## src/rtl/cpu_ctrl_pkg.sv

```systemverilog
// Shared definitions for the hardwired control sequencer: state encoding,
// instruction fields, opcode/ALU code tables and DataPath bus bit indices.
package cpu_ctrl_pkg;

    localparam int unsigned WORD_W  = 32;
    localparam int unsigned ALU_W   = 16;
    localparam int unsigned REG_W   = 4;
    localparam int unsigned OP_W    = 5;
    localparam int unsigned STATE_W = 4;
    localparam int unsigned NUM_GPR = 16;

    localparam logic [ALU_W-1:0] ALU_INC_DEF  = 16'd16;
    localparam int unsigned      CSIGN_IX_DEF = 22;

    // Special (non-GPR) bit positions on the Rin/Rout buses
    localparam int unsigned BIT_Z   = 19;
    localparam int unsigned BIT_PC  = 20;
    localparam int unsigned BIT_MDR = 21;

    typedef enum logic [STATE_W-1:0] {
        S_IDLE = 4'd0,
        S_T0   = 4'd1,
        S_T1   = 4'd2,
        S_T1W  = 4'd3,
        S_T2   = 4'd4,
        S_T3   = 4'd5,
        S_T4   = 4'd6,
        S_T5   = 4'd7,
        S_HALT = 4'd8
    } state_t;

    typedef enum logic [2:0] {
        IC_RTYPE,
        IC_ITYPE,
        IC_NOP,
        IC_HALT,
        IC_ILLEGAL
    } iclass_t;

    // C = {rc, rest}; only its sign-extended form is consumed, inside DataPath
    typedef struct packed {
        logic [OP_W-1:0]  op;
        logic [REG_W-1:0] ra;
        logic [REG_W-1:0] rb;
        logic [REG_W-1:0] rc;
        logic [14:0]      rest;
    } instr_t;

    localparam logic [OP_W-1:0] OP_ROL  = 5'd8;
    localparam logic [OP_W-1:0] OP_ADDI = 5'd9;
    localparam logic [OP_W-1:0] OP_ANDI = 5'd10;
    localparam logic [OP_W-1:0] OP_ORI  = 5'd11;
    localparam logic [OP_W-1:0] OP_NOP  = 5'd14;
    localparam logic [OP_W-1:0] OP_HALT = 5'd15;

    localparam logic [ALU_W-1:0] ALU_ADD = 16'd0;
    localparam logic [ALU_W-1:0] ALU_AND = 16'd2;
    localparam logic [ALU_W-1:0] ALU_OR  = 16'd3;

    function automatic iclass_t classify(input logic [OP_W-1:0] op);
        if (op <= OP_ROL)                     return IC_RTYPE;
        else if (op >= OP_ADDI && op <= OP_ORI) return IC_ITYPE;
        else if (op == OP_NOP)                return IC_NOP;
        else if (op == OP_HALT)               return IC_HALT;
        else                                  return IC_ILLEGAL;
    endfunction

    // R-type ops drive their own opcode; immediates map onto the base ALU op
    function automatic logic [ALU_W-1:0] alu_code(input logic [OP_W-1:0] op);
        case (op)
            OP_ADDI: return ALU_ADD;
            OP_ANDI: return ALU_AND;
            OP_ORI:  return ALU_OR;
            default: return ALU_W'(op);
        endcase
    endfunction

    function automatic logic [WORD_W-1:0] bit_mask(input int unsigned idx);
        return WORD_W'(1) << idx;
    endfunction

endpackage

```

## src/rtl/reg_select_decoder.sv

```systemverilog
// Register number to one-hot GPR select, forced to zero when not enabled.
module reg_select_decoder
    import cpu_ctrl_pkg::*;
(
    input  logic [REG_W-1:0]   sel,
    input  logic               en,
    output logic [NUM_GPR-1:0] onehot_c
);

    always_comb begin
        onehot_c = '0;
        if (en) onehot_c[sel] = 1'b1;
    end

endmodule

```

## src/rtl/control_sequencer.sv

```systemverilog
// Hardwired fetch/execute control unit driving DataPath strobes; outputs are
// Moore-decoded from the current T-step and the IR fields.
module control_sequencer
    import cpu_ctrl_pkg::*;
#(
    parameter logic [ALU_W-1:0] ALU_INC  = ALU_INC_DEF,
    parameter int unsigned      CSIGN_IX = CSIGN_IX_DEF
) (
    input  logic                clock,
    input  logic                clear,
    input  logic                start,
    input  logic [WORD_W-1:0]   IR,
    input  logic                mem_ready,
    output logic [WORD_W-1:0]   Rin,
    output logic [WORD_W-1:0]   Rout,
    output logic                IRin,
    output logic                MARin,
    output logic                RYin,
    output logic                MDRread,
    output logic                RZout,
    output logic                RBin,
    output logic                PCjump,
    output logic [ALU_W-1:0]    ALUControl,
    output logic                halted,
    output logic                illegal,
    output logic [STATE_W-1:0]  state_o
);

    state_t             state;
    state_t             state_next;
    instr_t             instr;
    iclass_t            iclass;
    logic               alu_instr;
    logic [REG_W-1:0]   rout_sel;
    logic               rout_gpr_en;
    logic               rin_gpr_en;
    logic [NUM_GPR-1:0] rout_gpr;
    logic [NUM_GPR-1:0] rin_gpr;
    logic               unused_c;

    assign instr     = instr_t'(IR);
    assign iclass    = classify(instr.op);
    assign alu_instr = (iclass == IC_RTYPE) || (iclass == IC_ITYPE);
    assign unused_c  = ^instr.rest;

    // Source operand: Rb during T3, Rc during T4 (R-type only)
    assign rout_sel    = (state == S_T4) ? instr.rc : instr.rb;
    assign rout_gpr_en = ((state == S_T3) && alu_instr) ||
                         ((state == S_T4) && (iclass == IC_RTYPE));
    assign rin_gpr_en  = (state == S_T5);

    reg_select_decoder u_rout_dec (
        .sel      (rout_sel),
        .en       (rout_gpr_en),
        .onehot_c (rout_gpr)
    );

    reg_select_decoder u_rin_dec (
        .sel      (instr.ra),
        .en       (rin_gpr_en),
        .onehot_c (rin_gpr)
    );

    assign RZout   = 1'b0;
    assign RBin    = 1'b0;
    assign PCjump  = 1'b0;
    assign state_o = state;

    always_ff @(posedge clock) begin
        if (clear) state <= S_IDLE;
        else       state <= state_next;
    end

    always_comb begin
        state_next = state;
        Rin        = '0;
        Rout       = '0;
        IRin       = 1'b0;
        MARin      = 1'b0;
        RYin       = 1'b0;
        MDRread    = 1'b0;
        ALUControl = '0;
        halted     = 1'b0;
        illegal    = 1'b0;

        case (state)
            S_IDLE: begin
                if (start) state_next = S_T0;
            end
            S_T0: begin
                Rout       = bit_mask(BIT_PC);
                MARin      = 1'b1;
                Rin        = bit_mask(BIT_Z);
                ALUControl = ALU_INC;
                state_next = S_T1;
            end
            S_T1: begin
                Rout       = bit_mask(BIT_Z);
                Rin        = bit_mask(BIT_PC) | bit_mask(BIT_MDR);
                MDRread    = 1'b1;
                state_next = mem_ready ? S_T2 : S_T1W;
            end
            // Stall: keep the read alive but never reload PC a second time
            S_T1W: begin
                Rin     = bit_mask(BIT_MDR);
                MDRread = 1'b1;
                if (mem_ready) state_next = S_T2;
            end
            S_T2: begin
                Rout       = bit_mask(BIT_MDR);
                IRin       = 1'b1;
                state_next = S_T3;
            end
            S_T3: begin
                case (iclass)
                    IC_RTYPE, IC_ITYPE: begin
                        Rout       = WORD_W'(rout_gpr);
                        RYin       = 1'b1;
                        state_next = S_T4;
                    end
                    IC_NOP:  state_next = S_T0;
                    IC_HALT: state_next = S_HALT;
                    default: begin
                        illegal    = 1'b1;
                        state_next = S_T0;
                    end
                endcase
            end
            S_T4: begin
                Rin        = bit_mask(BIT_Z);
                ALUControl = alu_code(instr.op);
                if (iclass == IC_ITYPE) Rout = bit_mask(CSIGN_IX);
                else                    Rout = WORD_W'(rout_gpr);
                state_next = S_T5;
            end
            S_T5: begin
                Rout       = bit_mask(BIT_Z);
                Rin        = WORD_W'(rin_gpr);
                state_next = S_T0;
            end
            S_HALT: begin
                halted = 1'b1;
            end
            default: begin
                state_next = S_IDLE;
            end
        endcase
    end

endmodule

```

## config.mk

```make
export PLATFORM = sky130hd
export DESIGN_NAME = control_sequencer
export DESIGN_NICKNAME = d
export VERILOG_FILES = /design/src/rtl/cpu_ctrl_pkg.sv /design/src/rtl/reg_select_decoder.sv /design/src/rtl/control_sequencer.sv
export SDC_FILE = /design/constraint.sdc
export NUM_CORES = 1
export LEC_CHECK = 0
export BUFFER_PORTS_ARGS = -buffer_cell sky130_fd_sc_hd__buf_2
export CELL_PAD_IN_SITES_DETAIL_PLACEMENT = 0
export CELL_PAD_IN_SITES_GLOBAL_PLACEMENT = 1
export CORE_MARGIN = 10
export CORE_UTILIZATION = 22
export CTS_CLUSTER_SIZE = 28
export DETAILED_ROUTE_END_ITERATION = 10
export PLACE_DENSITY_LB_ADDON = 0.1
export SYNTH_ARGS = -nofsm -noshare
export SYNTH_HDL_FRONTEND = slang
export SYNTH_SLANG_ARGS = --single-unit
```

## constraint.sdc

```tcl
create_clock -name clock -period 2.2 [get_ports clock]
set_clock_uncertainty 0.2 [all_clocks]
set_input_delay 0.44 -clock clock [delete_from_list [all_inputs] [get_ports clock]]
set_output_delay 0.44 -clock clock [all_outputs]
set_load 0.05 [all_outputs]
```

==> impl_metrics.toml <==
[yosys]
yosys-top-cells-area = "buf_4 25%, nor2_1 11%, dfxtp_1 6.5%"
synth.avg_cell_area_um2 = 6.67
synthesis.area_um2 = 1240
yosysSeqAreaShare_pct = 6.45
ys.warnings.count = 0
synth_cells = 186
synth-edff-count = 0
synth_seq_cells = 4
synth.top_cell.area_share_pct = 24.8
yosysTopAreaCell = "buf_4"
synthFlopType = "dfxtp_1"
synth.distinct_cells = 49
synth_async_sr_flop_share_pct = 0

[timing]
fin_ws_ns = -0.315
fmax_ghz = 0.398
final_max_slew_viol_count = 0
finalHoldViolCount = 0
hold_slack_ns = 0.227
final.min_clock_period_ns = 2.51
fin_crit_sh_pct = 114
rsz0062_at_grt = "yes"
setup_viol = 31

[setup_path]
reg2reg_from = "state_o[2]"
path_class = "reg2out"
worstRegToRegCells = 5
required_ns = 1.56
slowest_delay_ns = 0.45
cpMaxStageDelayCell = "a221o_2"
r2r-end = "state_o[0]"
path_delay_family = "compound AO/OA/AOI/OAI gates"
critPathBufInv = 1
crit_chain = "or3b_4 -> a21bo_1 -> a221o_2 -> nor2_4 -> buf_8"
regToRegSetupSlack_ns = 0.70
arrival_ns = 1.87
worst-path-stages = 5
crit_path_start = "state_o[0]"
crit_fanout = 6
cp-start-kind = "flop"
endpoint_kind = "primary output"

[hold_path]
min_path_type = "in2reg"
hold_end = "state_o[0]"
hold_depth = 2
min_from = "clear"

[final_layout]
nets = 339
largest_reg_flops = 4
multi_input_area_um2 = 1400
final-seq-area_um2 = 95.1
finish.utilization_pct = 51.2
insertedDiodeCount = 0
final_cell_count_no_fill = 373
layout-drive-gt1-share_pct = 67.1
fill_cells = 521
area_growth_pct = 127

[grt]
grt_max_degree = 14
antenna_found_initial = 0
grt_overflow = 0
grt_pass1_vias = 1607
grt_pass1_wl_um = 7910
grt_usage_pct = 10.4

[clock_network]
clk_pin_slew_worst_paths_ns = 0.03
clk_path_buf_depth = 2
holdBufCountCts = 0
cts_tree = "yes"
cts-htree-levels = 1
insertion_delay_ns = 0.21
root_buffer = "clkbuf_8"
cts_buffers = 3
cts_sinks = 4

[pwr]
total_power_uw = 747
p_leak_nw = 1.17
powerDensity_nw_per_um2 = 265
peakVddDrop_mv = 0.426

[placed_design]
place_inst = 366
place_congestion = 0.747
portBuffers = 74
place_hpwl_um = 4300
pre_cts_slack_ns = -0.336

[floorplan]
die_area_um2 = 9050
design.core.area_um2 = 5510
num_io_pins = 129
die-width_um = 95.1
die_h_um = 95.1
initial_core_util_pct = 22.5
placement_rows = 27

[drt]
first_pass_iters = 4
routedWlPerCell_um = 13.5
drc = 0
ant_nets = 0
vias = 1578
via_per_inst = 4.23
drt_wl_total_um = 5050
drt-initial-drc-count = 34

[run]
max_cap_viol_count = 0

[status]
status = "finished, violations left"
violations = "negative setup slack"
[layout make-up]
class | count | area share [%]
Inverter | 3 | 0.399
Timing Repair Buffer | 125 | 41.8
Tap cell | 72 | 3.20
Multi-Input combinational cell | 166 | 49.8
Clock buffer | 3 | 1.46
Sequential cell | 4 | 3.37
[cells in the mapped netlist, types with 2 or more instances]
cell,n
buf_4,41
nor2_1,35
nand2_1,12
a21oi_1,7
nand2b_1,7
nor4_1,7
nor3_1,5
buf_2,4
clkbuf_1,4
dfxtp_1,4
nand3_1,4
o21ai_0,4
a211oi_1,3
and3_1,3
inv_1,3
mux2i_1,3
nand3b_1,3
and2_1,2
buf_6,2
nor3b_1,2
o311a_1,2
or4b_2,2
[cells in the final DEF (no fill, tap or decap), types with 3 or more instances in the layout]
| master | synthesis | layout |
|---|---|---|
| a21oi_1 | 7 | 5 |
| o21ai_4 | 0 | 3 |
| clkbuf_8 | 0 | 3 |
| nand2b_1 | 7 | 7 |
| nand3_1 | 4 | 3 |
| buf_4 | 41 | 38 |
| and3_4 | 0 | 3 |
| nand2_2 | 0 | 3 |
| dfxtp_4 | 0 | 4 |
| clkbuf_4 | 0 | 3 |
| conb_1 | 1 | 39 |
| nor4_4 | 0 | 3 |
| nor2_4 | 0 | 26 |
| nor2_1 | 35 | 8 |
| nand2_1 | 12 | 9 |
| buf_8 | 0 | 20 |
| nand3b_1 | 3 | 3 |
| buf_6 | 2 | 33 |
| buf_2 | 4 | 29 |
[routing by layer]
layer | part of all wire [%] | GRT usage [%] | wire [um]
met1 | 44 | 13.4 | 2240
met2 | 47 | 17.7 | 2380
met3 | 8.6 | 2.75 | 436
met4 | 0 | 0.748 | 0
met5 | 0 | 0 | 0
[what timing repair did]
item / 4_1_cts / 5_1_grt
gates resized for setup: 86 / 54
buffers inserted: 1 / 3
endpoints found under the setup margin: 40 / 44
pin swaps: 5 / 13
[metrics by stage]
stage | instance area [um2] | TNS (ns)
final | 2820 | -5.39
after global routing | 2820 | -7.34
after CTS | 2590 | -6.05
after detailed placement | 2240 | -5.31
after global placement | 2240 | -5.04
after floorplan | 1790 | -6.17
[cells by family (layout without fill, tap and decap cells)]
| logic type | count (synthesis) | in the layout | synth area share [%] |
|---|---|---|---|
| other | 1 | 39 | 0.302 |
| AOI/OAI and AO/OA | 31 | 31 | 19.8 |
| muxes | 4 | 4 | 3.33 |
| buffers and inverters | 54 | 131 | 30.3 |
| DFF | 4 | 4 | 6.45 |
| and+or+nand+nor | 92 | 92 | 39.8 |
[worst max-delay path by stage]
| stage | to | slack, ns |
|---|---|---|
| after floorplan | Rout[12] | -0.30 |
| after global placement | Rout[9] | -0.32 |
| after detailed placement | Rout[10] | -0.34 |
| after CTS | Rout[14] | -0.32 |
| after global routing | Rout[14] | -0.35 |
| final | Rout[14] | -0.31 |
[power breakdown]
group	switching (mW)	internal, mW	leakage, nW
logic	0.362	0.152	1.11
clock network	0.0348	0.116	0.0216
registers	0.00640	0.0756	0.0356
total	0.403	0.344	1.17
Power figures use the tool's default switching activity.
